$ cat config.mk
export PLATFORM = sky130hd
export DESIGN_NAME = img_ram_arb
export DESIGN_NICKNAME = d
export VERILOG_FILES = /design/src/rtl/img_ram_arb_pkg.sv /design/src/rtl/img_ram_arb_rd_pipe.sv /design/src/rtl/img_ram_arb.sv
export SDC_FILE = /design/constraint.sdc
export NUM_CORES = 1
export LEC_CHECK = 0
export CORE_MARGIN = 2
export CORE_UTILIZATION = 57
export CTS_CLUSTER_SIZE = 20
export DETAILED_ROUTE_END_ITERATION = 12
export DONT_BUFFER_PORTS = 1
export GPL_TIMING_DRIVEN = 0
export PLACE_DENSITY = 0.72
export SLEW_MARGIN = 20
export SYNTH_ARGS = -nofsm -noshare
export SYNTH_HDL_FRONTEND = slang
export SYNTH_SLANG_ARGS = --single-unit
$ cat constraint.sdc
create_clock -name clk -period 2.3 [get_ports clk]
set_input_delay 0.46 -clock clk [delete_from_list [all_inputs] [get_ports clk]]
set_output_delay 0.46 -clock clk [all_outputs]
set_load 0.02 [all_outputs]
$ cat src/rtl/img_ram_arb_pkg.sv
// Shared constants and FSM encoding for the image RAM arbiter.
package img_ram_arb_pkg;

    localparam int unsigned IMG_WIDTH  = 128;
    localparam int unsigned IMG_HEIGHT = 96;
    localparam int unsigned IMG_DEPTH  = IMG_WIDTH * IMG_HEIGHT;
    localparam int unsigned ADDR_W     = 14;
    localparam int unsigned DATA_W     = 8;

    typedef enum logic [1:0] {
        StIdle = 2'd0,
        StLoad = 2'd1,
        StDone = 2'd2
    } arb_state_e;

endpackage

$ cat src/rtl/img_ram_arb_rd_pipe.sv
// Two-stage read return path: RAM latency stage followed by a registered output stage.
module img_rd_pipe
    import img_ram_arb_pkg::*;
(
    input  logic              clk,
    input  logic              rst,
    input  logic              i_req,
    input  logic              i_oor,
    input  logic [DATA_W-1:0] i_ram_rdata,
    output logic              o_rd_valid,
    output logic [DATA_W-1:0] o_rd_data
);

    logic              r_req_s1;
    logic              r_oor_s1;
    logic              r_rd_valid;
    logic [DATA_W-1:0] r_rd_data;

    always_ff @(posedge clk) begin
        if (rst) begin
            r_req_s1   <= 1'b0;
            r_oor_s1   <= 1'b0;
            r_rd_valid <= 1'b0;
            r_rd_data  <= '0;
        end else begin
            r_req_s1   <= i_req;
            r_oor_s1   <= i_oor;
            r_rd_valid <= r_req_s1;
            // Out-of-range reads still hit the RAM but their data is masked here.
            r_rd_data  <= (r_req_s1 && !r_oor_s1) ? i_ram_rdata : '0;
        end
    end

    assign o_rd_valid = r_rd_valid;
    assign o_rd_data  = r_rd_data;

endmodule

$ cat src/rtl/img_ram_arb.sv
// Single-port image RAM arbiter: display reads have strict priority over loader writes.
module img_ram_arb
    import img_ram_arb_pkg::*;
#(
    parameter int unsigned WIDTH  = IMG_WIDTH,
    parameter int unsigned HEIGHT = IMG_HEIGHT,
    parameter int unsigned DEPTH  = WIDTH * HEIGHT
) (
    input  logic              clk,
    input  logic              rst,
    input  logic              i_rd_req,
    input  logic [ADDR_W-1:0] i_rd_addr,
    output logic [DATA_W-1:0] o_rd_data,
    output logic              o_rd_valid,
    input  logic              i_wr_valid,
    input  logic [ADDR_W-1:0] i_wr_addr,
    input  logic [DATA_W-1:0] i_wr_data,
    output logic              o_wr_ready,
    input  logic              i_load_start,
    output logic              o_load_done,
    output logic              o_wr_err,
    output logic              o_ram_en,
    output logic              o_ram_we,
    output logic [ADDR_W-1:0] o_ram_addr,
    output logic [DATA_W-1:0] o_ram_wdata,
    input  logic [DATA_W-1:0] i_ram_rdata
);

    localparam logic [ADDR_W-1:0] DEPTH_L = ADDR_W'(DEPTH);
    localparam logic [ADDR_W-1:0] LAST_L  = ADDR_W'(DEPTH - 1);

    arb_state_e        r_state;
    logic [ADDR_W-1:0] r_wr_cnt;
    logic              r_wr_err;
    logic              r_load_done;

    logic w_wr_ready;
    logic w_wr_acc;
    logic w_wr_in_range;
    logic w_rd_oor;

    assign w_wr_ready    = (r_state == StLoad) && !i_rd_req;
    // load_start wins over a same-cycle write; nothing is written while reset is asserted.
    assign w_wr_acc      = i_wr_valid && w_wr_ready && !i_load_start && !rst;
    assign w_wr_in_range = (i_wr_addr < DEPTH_L);
    assign w_rd_oor      = (i_rd_addr >= DEPTH_L);

    always_comb begin
        o_ram_en    = 1'b0;
        o_ram_we    = 1'b0;
        o_ram_addr  = i_rd_addr;
        o_ram_wdata = i_wr_data;
        if (i_rd_req) begin
            o_ram_en = 1'b1;
        end else if (w_wr_acc) begin
            o_ram_en   = 1'b1;
            o_ram_we   = w_wr_in_range;
            o_ram_addr = i_wr_addr;
        end
    end

    always_ff @(posedge clk) begin
        if (rst) begin
            r_state     <= StIdle;
            r_wr_cnt    <= '0;
            r_wr_err    <= 1'b0;
            r_load_done <= 1'b0;
        end else if (i_load_start) begin
            r_state     <= StLoad;
            r_wr_cnt    <= '0;
            r_wr_err    <= 1'b0;
            r_load_done <= 1'b0;
        end else if (w_wr_acc) begin
            if (!w_wr_in_range) begin
                r_wr_err <= 1'b1;
            end
            if (r_wr_cnt != DEPTH_L) begin
                r_wr_cnt <= r_wr_cnt + 1'b1;
            end
            if (r_wr_cnt == LAST_L) begin
                r_state     <= StDone;
                r_load_done <= 1'b1;
            end
        end
    end

    img_rd_pipe u_rd_pipe (
        .clk         (clk),
        .rst         (rst),
        .i_req       (i_rd_req),
        .i_oor       (w_rd_oor),
        .i_ram_rdata (i_ram_rdata),
        .o_rd_valid  (o_rd_valid),
        .o_rd_data   (o_rd_data)
    );

    assign o_wr_ready  = w_wr_ready;
    assign o_load_done = r_load_done;
    assign o_wr_err    = r_wr_err;

endmodule
Word level (Yosys, flattened, before mapping)
Index checks and enable logic that the tools add are counted.
{ "totals": {"reg_bits": 28, "in_bits": 49, "out_inout_bits": 36, "word_cells": 42} }
{ "classes": {"add_sub_neg": 1, "order_cmp": 2, "eq_ne": 3, "n_mux": 9, "bitwise": 2, "n_reduce_logical": 17} }
{ "ops": {"columns": ["cell", "count"], "rows": [
  ["$mux 14", 2],
  ["$add 14x1->14 const B", 1],
  ["$eq 14x14->1 const B", 1],
  ["$ge 14x14->1 const B", 1],
  ["$lt 14x14->1 const B", 1],
  ["$ne 14x14->1 const B", 1],
  ["$reduce_and 2->1", 4],
  ["$mux 1", 7],
  ["$logic_and 1x1->1", 5],
  ["$logic_not 1->1", 4],
  ["$reduce_bool 2->1", 2],
  ["$reduce_or 2->1", 2],
  ["$eq 2x1->1 const B", 1],
  ["$not 1->1", 2]
]} }

Depth between registers and ports, before layout
Gate-level depths: netlist (run 1).
{ "depth": {"ltp_word": 7, "depth_mapped": 6, "mapped_depth_nobuf": 6} }

By module
A second synthesis (run 1) with hierarchy kept.
{ "hier_totals": {"hier_cells": 177, "area_unflattened_um2": 1486.4} }
{ "modules_own_cells": {"columns": ["module", "n_inst", "cells_per_inst", "area_per_inst_um2", "seq_area_each_um2"], "rows": [
  ["img_ram_arb", 1, 154, 1142.3, 340.3],
  ["img_rd_pipe", 1, 23, 344.1, 220.2]
]} }

Least setup slack after synthesis (run 1)
Ideal clock, no wire load.
{ "synth_timing": {"kind": "in2out", "startpoint": "input port i_rd_req", "endpoint": "output port o_ram_we", "arrival_ns": 1.738, "path_slack_ns": 0.102, "cell_stages": 4, "path_buffers": 1, "path_cell_list": "nor3b_4 > nand3_2 > clkbuf_1 > a21oi_1"} }
{ "synth_via": {"elab_chain_len": 7} }
{ "synth_lines": {"columns": ["element", "line_no", "rtl"], "rows": [
  ["start: declaration", "img_ram_arb.sv:11", "input logic i_rd_req,"],
  ["$logic_not 1->1", "img_ram_arb.sv:42", "assign w_wr_ready = (r_state == StLoad) && !i_rd_req;"],
  ["$logic_and 1x1->1", "img_ram_arb.sv:42", null],
  ["$logic_and 1x1->1 (3 in series)", "img_ram_arb.sv:44", "assign w_wr_acc = i_wr_valid && w_wr_ready && !i_load_start && !rst;"],
  ["$mux 1", "img_ram_arb.sv:55", "end else if (w_wr_acc) begin"],
  ["$mux 1 *", "img_ram_arb.sv:53", "if (i_rd_req) begin"],
  ["end: declaration", "img_ram_arb.sv:23", "output logic o_ram_we,"]
]} }
Every way passes the cells marked *; elsewhere a longest branch is shown, timed or not.

==> results.cfg, run 1 <==
[run_status]
status = complete, but fails checks
violations = setup timing

[worst_setup_path]
start_kind = flip-flop
cp.depth = 6
cp_top_family = simple AND/OR/NAND/NOR gates
slowest_delay_ns = 0.59
crit_type = reg2out
crit_path_end_kind = primary output
critPathMaxFanout = 7
startpoint = o_load_done
timing.rr.start = o_load_done
crit_required_ns = 1.84
path_buf_inv = 2
path_cells = nor3b_4, and3_1, buf_8, buf_6, nand2_1, nand2_2
crit_slowest_cell = nor3b_4
r2r_slack_ns = 0.42
r2r_end = r_wr_cnt[8]
crit_arrival_ns = 2.04
r2r_cells = 4

[worst_hold_path]
hold_path_end = u_rd_pipe.r_req_s1
hp-start = rst
hp-class = in2reg
worstHoldPathCells = 1

[cells_and_area]
area.growth.synth_to_final_pct = 19.2
multiInputGateArea_um2 = 891
fin_area_um2 = 1680
regArea_um2 = 564
final_nets = 236
nFillCells = 172
diodes = 0
drive_above_1_share = 0.295
fin_cells = 213

[placement]
dp.cells = 204
io_buffers = 0
hpwlAfterDp_um = 2290
placed_area_um2 = 1450
place_congestion = 0.853

[power_and_ir_drop]
power_frac_clock = 0.245
p_leak_nw = 0.663
p_comb_frac = 0.129
peakVddDrop_mv = 0.357
p_seq_frac = 0.626
switchingPower_uw = 211
netSwitchingFraction = 0.263
p_int_uw = 589
cellPowerDensity_nw_per_um2 = 475

[detailed_routing]
vias_per_cell = 5.84
dr.pass1.iters = 4
first_iter_violations = 19
num_vias = 1244
wl_per_cell_um = 15.6
postRouteAntennaNets = 0
remaining_drc_errors = 0
routed_wl_um = 3320

[clock_network]
cts.sinks = 28
cts_tree = yes
cts_hold_buf = 0
clock_path_buffers = 2
cts_root_buffer = clkbuf_4
clkTransAtPathRegs_ns = 0.14
cts_inserted_buffers = 3
clk_latency_ns = 0.32
cts_max_level = 1

[synthesis]
yosysUniqueCellTypes = 37
synthArstFlopShare = 0
synth_most_common_cell = nand2_1
synth_ff_type = dfxtp_1
syn_area_um2 = 1410
synth_top_area_share = 0.397
synth_largest_area_cell = dfxtp_1
avgSynthCellArea_um2 = 8.12
seq_area_frac_synth = 0.397
yosys-top-cells-area = dfxtp_1, nand2_1, buf_4, xor2_1, and2_1
syn-num-nets = 225
synth_seq_cells = 28
synth_edf_count = 0
synth_commonest_cells = nand2_1, dfxtp_1, nor2_1, and2_1, buf_4
ys_warn_count = 0
synthCells = 174

[global_routing]
antenna_found_initial = 0
grt_max_degree = 15
grt-ovfl-total = 0
first_global_vias = 1131
grt_usage = 0.248
grt_pass1_wl_um = 5160

[run]
cap_viol_max_count = 0

[timing]
setup_violations = 15
setup_tns_ns = -2.36
hold_viol_final = 0
rsz0062_at_grt = true
worst_slew_pin_slew_ns = 0.680
timing.fmax_mhz = 399
min_period_ns = 2.50
slew_violations = 0
max_slew_margin = 0.546
worst_slack_ns = -0.204
worst_clock_skew_ns = 0.00163
fin_crit_sh = 1.09

[floorplan]
fp.coreArea_um2 = 2410
initial_utilization = 0.586
die_w_um = 53.8
dieArea_um2 = 2890
dieHeight_um = 53.8
ios = 85
row_count = 18
## routing by layer
metal  wire length (um)  global-route usage
met5                  0                   0
met2               1750               0.457
met4                 40              0.0940
met1               1290               0.274
met3                247              0.0528
## repair_timing
| action | 4_1_cts | 5_1_grt |
|---|---|---|
| gates cloned | 1 | 0 |
| setup buffers | 4 | 1 |
| pin swaps | 13 | 1 |
| resized for setup | 45 | 6 |
| setup endpoints to repair | 16 | 16 |
## cell usage in the layout, fill, tap and decap left out, drive strengths merged, types with 2 or more instances in the layout
cell	synthesis	final
or3	3	3
dfxtp	28	28
nor2	11	11
ha	2	2
buf	9	17
o21ai	5	5
and3	2	2
a21oi	7	7
xor2	6	6
and4	3	3
nand3	7	7
nor2b	3	3
clkbuf	3	4
nand2	50	50
and2	8	8
or4	3	3
nand4	3	3
and4bb	3	3
inv	4	4
o31ai	3	3
## worst max-delay path by stage
stage,to,slack (ns)
after global routing,o_ram_addr[5],-0.27
after CTS,o_ram_addr[4],-0.18
after floorplan,o_ram_we,0.10
after global placement,o_ram_we,-0.17
after detailed placement,o_ram_we,-0.20
final,o_ram_addr[9],-0.20
## flip-flops by register name (all words and copies together), names as in the netlist
register              cells
u_rd_pipe.r_req_s1        1
r_wr_cnt                 14
u_rd_pipe.r_oor_s1        1
u_rd_pipe.o_rd_data       8
o_load_done               1
r_state                   1
o_wr_err                  1
u_rd_pipe.o_rd_valid      1
## cell families (layout without fill, tap and decap cells)
family,after synthesis,after routing,share of synthesized area
flip-flops,28,28,0.397
AND/OR/NAND/NOR,104,104,0.407
buffers and inverters,16,25,0.0655
AO/OA/AOI/OAI,18,18,0.0762
adder cells (fa/ha/maj),2,2,0.0177
XOR/XNOR,6,6,0.0372
## layout make-up
class	count	share of cell area
plain buffers	12	0.0602
clock buffers	3	0.0134
inverters	4	0.00892
multi-input cells	130	0.529
flip-flops and latches	28	0.335
well taps	30	0.0223
repair buffers	6	0.0312
## metrics by stage
step,utilization,total power [mW],hold slack [ns],setup WS [ns]
2_1_floorplan,-,0.588,0.439,0.102
4_1_cts,0.689,0.803,0.182,-0.176
3_5_place_dp,0.602,0.597,0.451,-0.195
5_1_grt,0.699,0.829,0.171,-0.273
3_3_place_gp,0.602,0.596,0.444,-0.173
6_report,0.699,0.800,0.190,-0.204
## power by group through the flow
stage / Sequential (mW) / Combinational (mW) / Clock [mW]
after floorplan: 0.511 / 0.0768 / 0
after CTS: 0.501 / 0.100 / 0.202
final: 0.501 / 0.103 / 0.196
after detailed placement: 0.512 / 0.0849 / 0
after global placement: 0.512 / 0.0842 / 0
after global routing: 0.502 / 0.109 / 0.217
Power figures use the tool's default switching activity.
==> run 2, diff against run 1 <==
--- a/config.mk
+++ b/config.mk
@@ -7,6 +7,7 @@
 export LEC_CHECK = 0
 export CORE_MARGIN = 2
 export CORE_UTILIZATION = 57
+export CTS_CLUSTER_DIAMETER = 100
 export CTS_CLUSTER_SIZE = 20
 export DETAILED_ROUTE_END_ITERATION = 12
 export DONT_BUFFER_PORTS = 1
==> results of run 2 <==
Final layout, timing and power as in run 1 (identical DEF).
==> RTL change, RTL diff (settings of run 1) <==
One comparison of `r_wr_cnt` changes from == to >=.
--- a/src/rtl/img_ram_arb.sv
+++ b/src/rtl/img_ram_arb.sv
@@ -79,3 +79,3 @@
             end
-            if (r_wr_cnt == LAST_L) begin
+            if (r_wr_cnt >= LAST_L) begin
                 r_state     <= StDone;
Formal check against the unedited RTL: no difference found for any inputs over 10 cycles, from zero or initial values and one cycle with rst high; that may be too few to reach the edited logic, so the function may still have changed.
==> RTL change against run 1 <==
The run still ends with setup timing left; highest routed layer unchanged; sequential cell count unchanged; routed wire length increased by 12%; power grew 17%; worst setup slack gained 0.094 ns; combinational power grew 11%; cell area rose by 3.0%; core utilization up 2.1 points; area after synthesis rose by 0.44%.
==> RTL change: results (changes against run 1) <==
{| class="wikitable"
! Metric !! Value
|-
| Result of the run || finished with violations
|-
| Violations in the final reports || setup timing
|-
| Met1 Usage GRT || 27.99% (+0.57 points)
|-
| Share of layout cells above drive strength 1 || 30.32% (+0.81 points)
|-
| XOR/XNOR share of the synthesized area || 1.235% (-2.5 points)
|-
| M1 wire length || 1492 µm (+16%)
|-
| Number of nets at the end of the flow || 240 (+1.7%)
|-
| GR Util All Layers || 23.84% (-0.96 points)
|-
| Final number of setup-violating endpoints || 12 (-3)
|-
| Synth area leaders || dfxtp_1 (40%), nand2_1 (14%), buf_4 (4.2%)
|-
| Terminus of the critical flop-to-flop path || r_wr_cnt[6]
|-
| GR Util met3 || 5.000% (-0.28 points)
|-
| GP Congestion || 0.8085 (-5.2%)
|-
| Share of total power consumed by net switching || 24.03% (-2.3 points)
|-
| Cell Pwr Density || 537.7 nW/µm² (+13%)
|-
| Post-layout worst setup margin || -0.1098 ns (+0.09429 ns)
|-
| Placed cell areas || 1456 µm² (+0.43%)
|-
| Placed cells || 208 (+2.0%)
|-
| Data arrival time of the critical path || 1.95 ns (-0.09 ns)
|-
| Power in the clock group || 0.318 mW (+62%)
|-
| Logic pwr share || 12.3% (-0.6 points)
|-
| Routed wire length on met3 || 221 µm (-11%)
|-
| CP Max Fanout || 8 (+1)
|-
| Compound-cell area share of the yosys netlist || 9.083% (+1.5 points)
|-
| First-pass GRT wire length || 4961 µm (-3.9%)
|-
| Tot Pwr || 0.9324 mW (+17%)
|}
## RTL change: cell count changes after synthesis, moves of 3 or more
cell / run 1 / this run
xor2_1: 6 / 1
a21oi_1: 7 / 11
nor2_1: 11 / 5
mux2i_1: 0 / 3
nand3_1: 3 / 6
## RTL change: cell type report
type                    instances  area share (%)
multi-input cells             133           52.53
flip-flops and latches         28           32.54
plain buffers                  12           5.628
repair buffers                  7           3.247
well taps                      30           2.165
clock inverters                 1           1.732
clock buffers                   3           1.299
inverters                       4          0.8658
## RTL change: worst max path at each step
stage | start | end | slack [ns] | cells past startpoint
floorplan | i_rd_req | o_ram_addr[10] | 0.16 | 6
global placement | i_rd_req | o_ram_addr[5] | -0.02 | 6
CTS | o_load_done | o_ram_addr[11] | -0.12 | 6
global route | o_load_done | o_ram_addr[3] | -0.18 | 5
finish | o_load_done | o_ram_addr[3] | -0.11 | 5
detailed placement | i_rd_req | o_ram_addr[4] | -0.04 | 6
